==> config.mk <==
export PLATFORM = sky130hd
export DESIGN_NAME = rf_wport_arbiter
export DESIGN_NICKNAME = d
export VERILOG_FILES = /design/src/rtl/rf_wport_arbiter.sv
export SDC_FILE = /design/constraint.sdc
export NUM_CORES = 1
export LEC_CHECK = 0
export CAP_MARGIN = 25
export CORE_AREA = 4 4 196 198
export CTS_BUF_LIST = sky130_fd_sc_hd__clkbuf_4 sky130_fd_sc_hd__clkbuf_8 sky130_fd_sc_hd__clkbuf_16
export DETAILED_ROUTE_END_ITERATION = 6
export DIE_AREA = 0 0 200 202
export DONT_BUFFER_PORTS = 1
export GPL_TIMING_DRIVEN = 0
export SKIP_CTS_REPAIR_TIMING = 1
export SLEW_MARGIN = 20
export SYNTH_ARGS = -nofsm -noshare
export SYNTH_HDL_FRONTEND = slang
export SYNTH_SLANG_ARGS = --single-unit
==> constraint.sdc <==
create_clock -name clk -period 2.8 [get_ports clk]
set_input_delay 0.56 -clock clk [delete_from_list [all_inputs] [get_ports clk]]
set_output_delay 0.56 -clock clk [all_outputs]
set_load 0.005 [all_outputs]
==> src/rtl/rf_wport_arbiter.sv <==
// rf_wport_arbiter
// Shares the single register-file write port between the W stage (fixed
// priority) and a buffered secondary writer (MDU / late load return).
// Secondary writes wait in a DEPTH-entry FIFO; a starvation counter forces
// a one-cycle pipeline stall so a queued write cannot wait forever.
// Optional feature macro: RF_WPORT_TRACE_EN (prints every RF write).
module rf_wport_arbiter #(
    parameter int DEPTH        = 4,
    parameter int STARVE_LIMIT = 8
) (
    input  logic                   clk,
    input  logic                   reset,
    input  logic                   w_we,
    input  logic [4:0]             w_a3,
    input  logic [31:0]            w_wd,
    input  logic [31:0]            w_pc,
    input  logic                   s_valid,
    output logic                   s_ready,
    input  logic [4:0]             s_a3,
    input  logic [31:0]            s_wd,
    input  logic [31:0]            s_pc,
    output logic                   rf_we,
    output logic [4:0]             rf_a3,
    output logic [31:0]            rf_wd,
    output logic [31:0]            rf_pc,
    output logic                   w_stall,
    input  logic [4:0]             q_a1,
    input  logic [4:0]             q_a2,
    output logic                   q_busy1,
    output logic                   q_busy2,
    output logic [$clog2(DEPTH):0] q_count
);

    localparam int AW = $clog2(DEPTH);
    localparam int CW = AW + 1;

    typedef enum logic [1:0] {
        IDLE    = 2'd0,
        DRAIN   = 2'd1,
        BLOCKED = 2'd2,
        FORCE   = 2'd3
    } state_t;

    state_t          r_state;
    state_t          w_nstate;

    logic [4:0]      r_a3_mem [DEPTH];
    logic [31:0]     r_wd_mem [DEPTH];
    logic [31:0]     r_pc_mem [DEPTH];
    logic [AW-1:0]   r_wptr;
    logic [AW-1:0]   r_rptr;
    logic [CW-1:0]   r_count;
    logic [7:0]      r_starve;
    logic            r_stall;

    logic            w_full;
    logic            w_empty;
    logic            w_s_ready;
    logic            w_push;
    logic            w_wvalid;
    logic            w_grant_w;
    logic            w_pop;
    logic            w_blocked;
    logic [CW-1:0]   w_cnt_nxt;
    logic [7:0]      w_starve_nxt;
    logic [DEPTH-1:0] w_ent_vld;
    logic [DEPTH-1:0] w_hit1;
    logic [DEPTH-1:0] w_hit2;

    // Handshake and grant decisions. Acceptance uses only the registered
    // count so s_ready never depends on this cycle's W request.
    assign w_full    = (r_count == CW'(DEPTH));
    assign w_empty   = (r_count == '0);
    assign w_s_ready = reset && !w_full;
    assign w_push    = s_valid && w_s_ready && (s_a3 != 5'd0);
    // A stalled pipeline re-presents its instruction next cycle, so the W
    // request is ignored while w_stall is high.
    assign w_wvalid  = w_we && (w_a3 != 5'd0) && !r_stall;
    assign w_grant_w = reset && w_wvalid;
    assign w_pop     = reset && !w_wvalid && !w_empty;
    assign w_blocked = w_grant_w && !w_empty;
    assign w_cnt_nxt = r_count + CW'(w_push) - CW'(w_pop);

    assign s_ready   = w_s_ready;
    assign w_stall   = r_stall;
    assign q_count   = r_count;

    // Write-port mux: W stage first, then FIFO head; zeros when idle.
    always_comb begin
        rf_we = 1'b0;
        rf_a3 = 5'd0;
        rf_wd = 32'd0;
        rf_pc = 32'd0;
        if (w_grant_w) begin
            rf_we = 1'b1;
            rf_a3 = w_a3;
            rf_wd = w_wd;
            rf_pc = w_pc;
        end else if (w_pop) begin
            rf_we = 1'b1;
            rf_a3 = r_a3_mem[r_rptr];
            rf_wd = r_wd_mem[r_rptr];
            rf_pc = r_pc_mem[r_rptr];
        end
    end

    // FIFO storage; contents outside the valid window are don't-care.
    always_ff @(posedge clk) begin
        if (w_push) begin
            r_a3_mem[r_wptr] <= s_a3;
            r_wd_mem[r_wptr] <= s_wd;
            r_pc_mem[r_wptr] <= s_pc;
        end
    end

    // FIFO pointers and occupancy; pointers wrap naturally at DEPTH.
    always_ff @(posedge clk or negedge reset) begin
        if (!reset) begin
            r_wptr  <= '0;
            r_rptr  <= '0;
            r_count <= '0;
        end else begin
            if (w_push) r_wptr <= r_wptr + AW'(1);
            if (w_pop)  r_rptr <= r_rptr + AW'(1);
            r_count <= w_cnt_nxt;
        end
    end

    // Starvation counter: counts cycles where W keeps a queued entry waiting.
    always_comb begin
        w_starve_nxt = r_starve;
        if (w_pop || w_empty) begin
            w_starve_nxt = 8'd0;
        end else if (w_blocked && (r_starve < 8'(STARVE_LIMIT))) begin
            w_starve_nxt = r_starve + 8'd1;
        end
    end

    // Next-state logic; FORCE lasts exactly one cycle since it always pops.
    always_comb begin
        w_nstate = r_state;
        case (r_state)
            IDLE: begin
                if (w_push) w_nstate = DRAIN;
            end
            DRAIN, BLOCKED: begin
                if (w_cnt_nxt == '0)
                    w_nstate = IDLE;
                else if (w_starve_nxt == 8'(STARVE_LIMIT))
                    w_nstate = FORCE;
                else if (w_blocked)
                    w_nstate = BLOCKED;
                else
                    w_nstate = DRAIN;
            end
            FORCE: begin
                w_nstate = (w_cnt_nxt == '0) ? IDLE : DRAIN;
            end
            default: w_nstate = IDLE;
        endcase
    end

    // State, starvation count and the registered stall output.
    always_ff @(posedge clk or negedge reset) begin
        if (!reset) begin
            r_state  <= IDLE;
            r_starve <= 8'd0;
            r_stall  <= 1'b0;
        end else begin
            r_state  <= w_nstate;
            r_starve <= w_starve_nxt;
            r_stall  <= (w_nstate == FORCE);
        end
    end

    // Hazard query: which FIFO slots hold live entries, and do they match.
    always_comb begin
        w_ent_vld = '0;
        w_hit1    = '0;
        w_hit2    = '0;
        for (int i = 0; i < DEPTH; i++) begin
            w_ent_vld[i] = (CW'(AW'(AW'(i) - r_rptr)) < r_count);
            w_hit1[i]    = w_ent_vld[i] && (r_a3_mem[i] == q_a1);
            w_hit2[i]    = w_ent_vld[i] && (r_a3_mem[i] == q_a2);
        end
    end

    assign q_busy1 = reset && (q_a1 != 5'd0) && (|w_hit1);
    assign q_busy2 = reset && (q_a2 != 5'd0) && (|w_hit2);

`ifdef RF_WPORT_TRACE_EN
    // Write trace for simulation logs.
    always @(posedge clk) begin
        if (reset && rf_we)
            $display("%d@%h: $%d <= %h", $time, rf_pc, rf_a3, rf_wd);
    end
`else
`endif

endmodule

* Word level (Yosys, flattened, before mapping) *
Memories as Yosys holds them, arrays and structs flattened.
Cells that the tools add are included.

cells by class
  add/subtract/negate cells = 9
  $lt $le $gt $ge = 5
  equality and inequality tests = 14
  muxes and demuxes = 18
  reduce and logical (&&, ||, !) cells = 37

operators by type and width
  cell                                                         count
  two-way mux 32 bit                                           4
  equality test 5 bit                                          8
  logical AND 1 bit                                            22
  nonzero test 5 bit                                           4
  two-way mux 8 bit                                            2
  less-than comparator 2 x 3 -> 1 bit                          4
  two-way mux 5 bit                                            2
  adder 8 x 1 -> 8 bit (second input constant)                 1
  equality test 8 x 4 -> 1 bit (second input constant)         1
  less-than comparator 8 x 4 -> 1 bit (second input constant)  1
  two-way mux 2 bit                                            4
  OR reduction 4 bit                                           2
  equality test 2 bit (second input constant)                  3
  zero test 3 bit                                              2
  case mux 2 bit (3 select lines)                              1
  two-way mux 1 bit                                            5
  adder 2 x 1 -> 2 bit (second input constant)                 2
  zero test 1 bit                                              4
  subtractor 1 x 2 -> 2 bit (first input constant)             2
  subtractor 2 bit (first input constant)                      2
  adder 3 x 1 -> 3 bit                                         1
  equality test 3 bit (second input constant)                  1
  subtractor 3 x 1 -> 3 bit                                    1
  equality test 2 x 1 -> 1 bit (second input constant)         1
  3 further kinds                                              3

word-level totals
  flip-flop bits (word level) = 18
  RAM bits = 276
  bits of input ports = 152
  output and inout bits = 77
  word-level logic and storage cells = 92
  memories kept = 3

memories
  memory    words  bits a word  read ports  clocked after Yosys merged registers in  write ports  line  text
  r_pc_mem  4      32           1           0                                        1            49    logic [31:0] r_pc_mem [DEPTH];
  r_wd_mem  4      32           1           0                                        1            48    logic [31:0] r_wd_mem [DEPTH];
  r_a3_mem  4      5            5           0                                        1            47    logic [4:0] r_a3_mem [DEPTH];

* Longest topological paths before layout *
  depth after elaboration = 13
  gate-level depth with buffers = 14
  mapped depth without buffers = 13

* Least setup slack after synthesis *
Ideal clock, no wire load.

  path type = input to register
  start = input port w_a3[0]
  end = register r_state[0]
  library setup time = 132 ps
  data arrival time = 3,212 ps
  data required time = 2,668 ps
  path slack = -544 ps
  stages on the path = 12
  buffers on the path = 1
  cell sequence = nor3_2 > a21oi_1 > nor2_1 > buf_2 > ha_1 > inv_1 > ha_1 > fa_1 > o31a_1 > and2_1 > a221oi_1 > o21ai_1

on the way
  elaborated cells on any way between the ends = 20
  those cells by class = add/sub: 1; eq/ne: 1; mux: 7; reduce/logical: 11

RTL lines
  item                                                           line      text
  start: declaration                                             14        input logic [4:0] w_a3,
  nonzero test 5 bit (*)                                         78        assign w_wvalid = w_we && (w_a3 != 5'd0) && !r_stall;
  logical AND 1 bit (*) (2 in a row)                             78
  zero test 1 bit (*)                                            80        assign w_pop = reset && !w_wvalid && !w_empty;
  logical AND 1 bit (*) (2 in a row)                             80
  via w_pop                                                      62        logic w_pop;
  subtractor 3 x 1 -> 3 bit (*)                                  82        assign w_cnt_nxt = r_count + CW'(w_push) - CW'(w_pop);
  via w_cnt_nxt[1]                                               64        logic [CW-1:0] w_cnt_nxt;
  zero test 3 bit (*)                                            147, 157
  two-way mux 1 bit / two-way mux 2 bit (equally long branches)  157, 147
  case mux 2 bit (3 select lines) (*)                            142       case (r_state)
  via w_nstate[0]                                                45        state_t w_nstate;
  end signal: assignment                                         170       r_state <= w_nstate;
  end: declaration                                               44        state_t r_state;

Mark *: on every way through the listed nets, which the timed path passes. The rest lies on a longest branch.
A chain may end at the register's enable or synchronous reset.

* Worst setup path after layout *
  start = register r_rptr[0]
  end = output port q_busy2

on the way
  cells in the longest elaborated chain, start to end = 5
  elaborated cells on any way between the ends = 14
  those cells by class = add/sub: 4; order compare: 4; reduce/logical: 6

ends and longest elaborated chain
  item                                                                  line  text
  start: declaration                                                    51    logic [AW-1:0] r_rptr;
  start signal: assignment                                              124   if (w_pop) r_rptr <= r_rptr + AW'(1);
  subtractor 1 x 2 -> 2 bit / subtractor 2 bit (equally long branches)  182   w_ent_vld[i] = (CW'(AW'(AW'(i) - r_rptr)) < r_count);
  less-than comparator 2 x 3 -> 1 bit                                   182
  logical AND 1 bit                                                     184   w_hit2[i] = w_ent_vld[i] && (r_a3_mem[i] == q_a2);
  OR reduction 4 bit (*)                                                189   assign q_busy2 = reset && (q_a2 != 5'd0) && (|w_hit2);
  logical AND 1 bit (*)                                                 189
  end: declaration                                                      30    output logic q_busy2,

Every way passes the cells marked *; elsewhere a longest branch is shown, timed or not.

==> results by group <==
Floorplanning
  • Chip height: around 200 um
  • Die area: just over 40000 um^2
  • Rows: 70
  • Ports: about 230
  • CORE AREA: around 37000 um^2
  • Die span in x: ~200 um
  • Starting density of the core: 0.337

Flow run
  • Max-cap violations: 0

Clock network
  • H-tree depth: 2
  • Clock-pin slew on the worst setup and hold paths: 0.06 ns
  • CTS Buffer Depth: 3
  • Root Driver: clkbuf_16
  • TritonCTS Buffers: 36
  • Clk sinks: approximately 300
  • Clock latency on the worst-skew pair: roughly 0.53 ns
  • CTS tree: yes

Setup path
  • Critical Path Slowest Stage Cell: dfrtp_2
  • Critical path startpoint: r_rptr[0]$_DFFE_PN0P_
  • CP max stage delay: around 0.45 ns
  • Setup CP Type: reg2out
  • R2R cell count: 13
  • Startpoint class of the critical path: register
  • CP max FO: 10
  • Setup crit end: q_busy2
  • Crit path capture type: primary output
  • Crit path top cell by count: buf_12
  • R2r setup slk: -0.25 ns
  • R2r startpoint: q_count[2]$_DFF_PN0_
  • CP Data Required Time: around 2.2 ns
  • Cell Chain, Critical Path: buf_12 -> buf_12 -> xor2_4 -> inv_2 -> ha_4 -> a21oi_2 -> nor2_2 -> nor4_2 -> a31oi_1 -> a31oi_2
  • Critical R2R Capture: r_state[0]$_DFF_PN0_
  • Critical Path AT: about 2.5 ns

Detailed routing
  • Total number of vias: between 6000 and 7000
  • Final ANT Viol Nets: 0
  • Routed length per placed instance: 24.9 um
  • Starting DRC count in detailed routing: 300
  • First-pass iteration count of the detailed router: 4
  • Vias/cell: between 5 and 6
  • Residual DRC: 0
  • Final Routed Wirelength: between 20000 and 30000 um

Timing
  • Fmax: 326 MHz
  • Skew final: ~0.014 ns
  • RSZ-0062 raised after global routing: true
  • Final cycle utilization of the critical path: 1.09
  • Endpoints failing hold: 0
  • Endpoints failing setup: 5
  • Slew Viols, Final: 0
  • Worst Tran Pin Value: 0.826 ns
  • Fin crit period: between 3 and 4 ns
  • Final hold slack: 0.122 ns
  • Slew headroom: 0.448
  • Final worst slack: -0.264 ns
  • Final setup TNS: -0.925 ns

Global routing
  • Met1 Use GR: 0.186
  • Global-route layer with the greatest usage: met2
  • Largest net degree at the start of global routing: 38
  • Grt ovf: 0
  • GRT Overall Usage: 0.143
  • Vias in the first global route: roughly 6700
  • First-pass GRT wire length: ~43000 um
  • Met3 GRT Util: 0.0418
  • Initial antenna violation count: 0
  • Global-route track usage on met2: 0.231

Synth
  • Post-synthesis simple-gate area fraction: 0.0299
  • EDFF count, synth: approximately 280
  • Main synth FF type: edfxtp_1
  • Share of the synthesized area in the top cell type: 0.672
  • Post-synthesis mux area share: 0.127
  • Mapped Nets: approximately 800
  • Count of cell types in the netlist: between 40 and 50
  • Seq/Total Area, Yosys: 0.709
  • Post-synthesis compound-gate area fraction: 0.0666
  • Post-Synth Adder-Cell Area: 0.0148
  • Ys async rst share: 0.0612
  • Synth area leader: edfxtp_1
  • Most area-consuming cells after synthesis: edfxtp_1, mux4_2, a22o_1
  • Syn_area_per_cell: 19.2 um^2
  • Flops & latches, synth: approximately 290
  • Cells after Synth: between 600 and 700
  • Mapped Area: between 10000 and 15000 um^2
  • Synth warn: 0
  • Combinational family with the most area after synthesis: multiplexers
  • XOR/XNOR Fraction of Synth Area: 0.0341

Status
  • Outcome: finished with violations
  • Failing checks: setup timing

Power
  • Combinational power share: 0.303
  • Pleak: ~4.9 nW
  • Cell-internal power: 10.3 mW
  • P_sw: between 4 and 5 mW
  • Total power: approximately 14 mW
  • Clock share of power: 0.313
  • Worst vdd ir: around 0.00056 V
  • Pwr dens: just under 1000 nW/um^2
  • Reg power frac: 0.385
  • Sw frac: 0.286

Place
  • DP Worst Slack: -1.28 ns
  • Buffers on Ports: 0
  • Placed cell count: 1115
  • Detail Placement HPWL: about 19000 um
  • Routability cong.: 0.850

Cells and area
  • Post-Layout Cell Count: between 1000 and 1500
  • ANT cells: 0
  • Layout Nets: slightly below 900
  • Proportion of layout cells with a drive suffix above 1: 0.316
  • P&R area growth vs syn: 21.1%

Worst hold path
  • Hold Path Class: in2reg
  • Worst hold start: s_wd[18]
power by group through the flow:
stage / sequential, mW / clock [mW] / combinational (mW)
2_1_floorplan: 5.55 / 0 / 2.57
3_3_place_gp: 5.62 / 0 / 3.56
3_5_place_dp: 5.61 / 0 / 3.62
4_1_cts: 5.52 / 4.66 / 3.64
5_1_grt: 5.58 / 4.84 / 4.75
6_report: 5.54 / 4.50 / 4.36
through the flow:
stage | instance area, um^2 | utilization
2_1_floorplan | 12400 | -
3_3_place_gp | 13000 | 0.355
3_5_place_dp | 13100 | 0.358
4_1_cts | 14200 | 0.390
5_1_grt | 14900 | 0.409
6_report | 14900 | 0.409
per-layer routing:
metal  vias to the layer above  part of all wire
met5                         -                 0
li1                       2780                 -
met2                       200              0.49
met1                      3209              0.43
met4                         0             0.019
met3                        37             0.066
cell families (layout without fill, tap and decap cells):
group / Yosys count / count (layout)
compound gates: 98 / 98
xor+xnor: 48 / 48
buf+inv: 55 / 144
mux: 70 / 70
simple gates: 64 / 64
fa+ha+maj: 14 / 14
flops: 294 / 294
worst max-delay path: cells and delay by family, from the launching register on:
family | cells | cell delay [ns]
buf+inv | 3 | 0.35
compound gates | 3 | 0.46
flops | 1 | 0.45
simple gates | 2 | 0.34
fa+ha+maj | 1 | 0.21
xor+xnor | 1 | 0.15
sequential cells by signal, indices dropped and copies added (netlist names):
name      flops
q_count       3
r_wd_mem    128
r_state       2
r_starve      8
r_a3_mem     20
r_pc_mem    128
r_rptr        2
w_stall       1
r_wptr        2
Yosys cell counts (2+ instances only):
master    number
edfxtp_1     276
a221oi_1       2
nor3_1         4
ha_1          13
a21oi_1        9
or4_1          4
a22o_1        69
nor2_1        13
and3_1         2
clkbuf_1      23
and2_1        10
nor3_2         2
nand3_1        5
nor4_1         7
buf_2         15
buf_1          4
nand2_1        7
mux4_2        69
a31oi_1        5
inv_1         12
nand2b_1       2
xnor2_1       22
xor2_1        26
dfrtp_1       18
o21ai_0        3
nand4_1        2
cell type report:
class	instances	area (um^2)
Inverter	12	48.8
Buffer	41	428
Sequential cell	294	8740
Multi-Input combinational cell	294	3570
Clock inverter	21	184
Clock buffer	44	978
Timing Repair Buffer	26	394
Fill cell	3246	21600
Tap cell	468	586
cell usage in the layout (no fill, tap or decap), types with 4 or more instances in the layout:
cell type	netlist	routed
clkbuf_4	0	13
nor2_1	13	7
buf_4	1	15
and2_1	10	4
ha_1	13	10
clkbuf_1	23	8
buf_2	15	4
buf_12	0	12
mux4_2	69	69
a21oi_1	9	4
or4_1	4	4
nor4_2	0	6
xnor2_1	22	21
nand2_1	7	7
clkbuf_16	0	42
buf_16	0	5
nand3_1	5	5
edfxtp_1	276	276
clkinv_1	0	8
nor2_2	0	5
a22o_1	69	68
and2_4	0	6
nor3_1	4	4
xor2_1	26	25
inv_1	12	8
dfrtp_1	18	15
clkinv_2	0	6
worst min path at each step:
stage	end	slack (ns)	cells after the start
floorplan	q_count[0]$_DFF_PN0_	0.26	0
global route	r_pc_mem[1][1]$_DFFE_PP_	0.09	0
global placement	q_count[2]$_DFF_PN0_	0.27	0
finish	r_wd_mem[1][18]$_DFFE_PP_	0.12	0
detailed placement	w_stall$_DFF_PN0_	0.27	0
CTS	q_count[1]$_DFF_PN0_	-0.32	0
No activity file was read; power rests on OpenSTA's default activity.
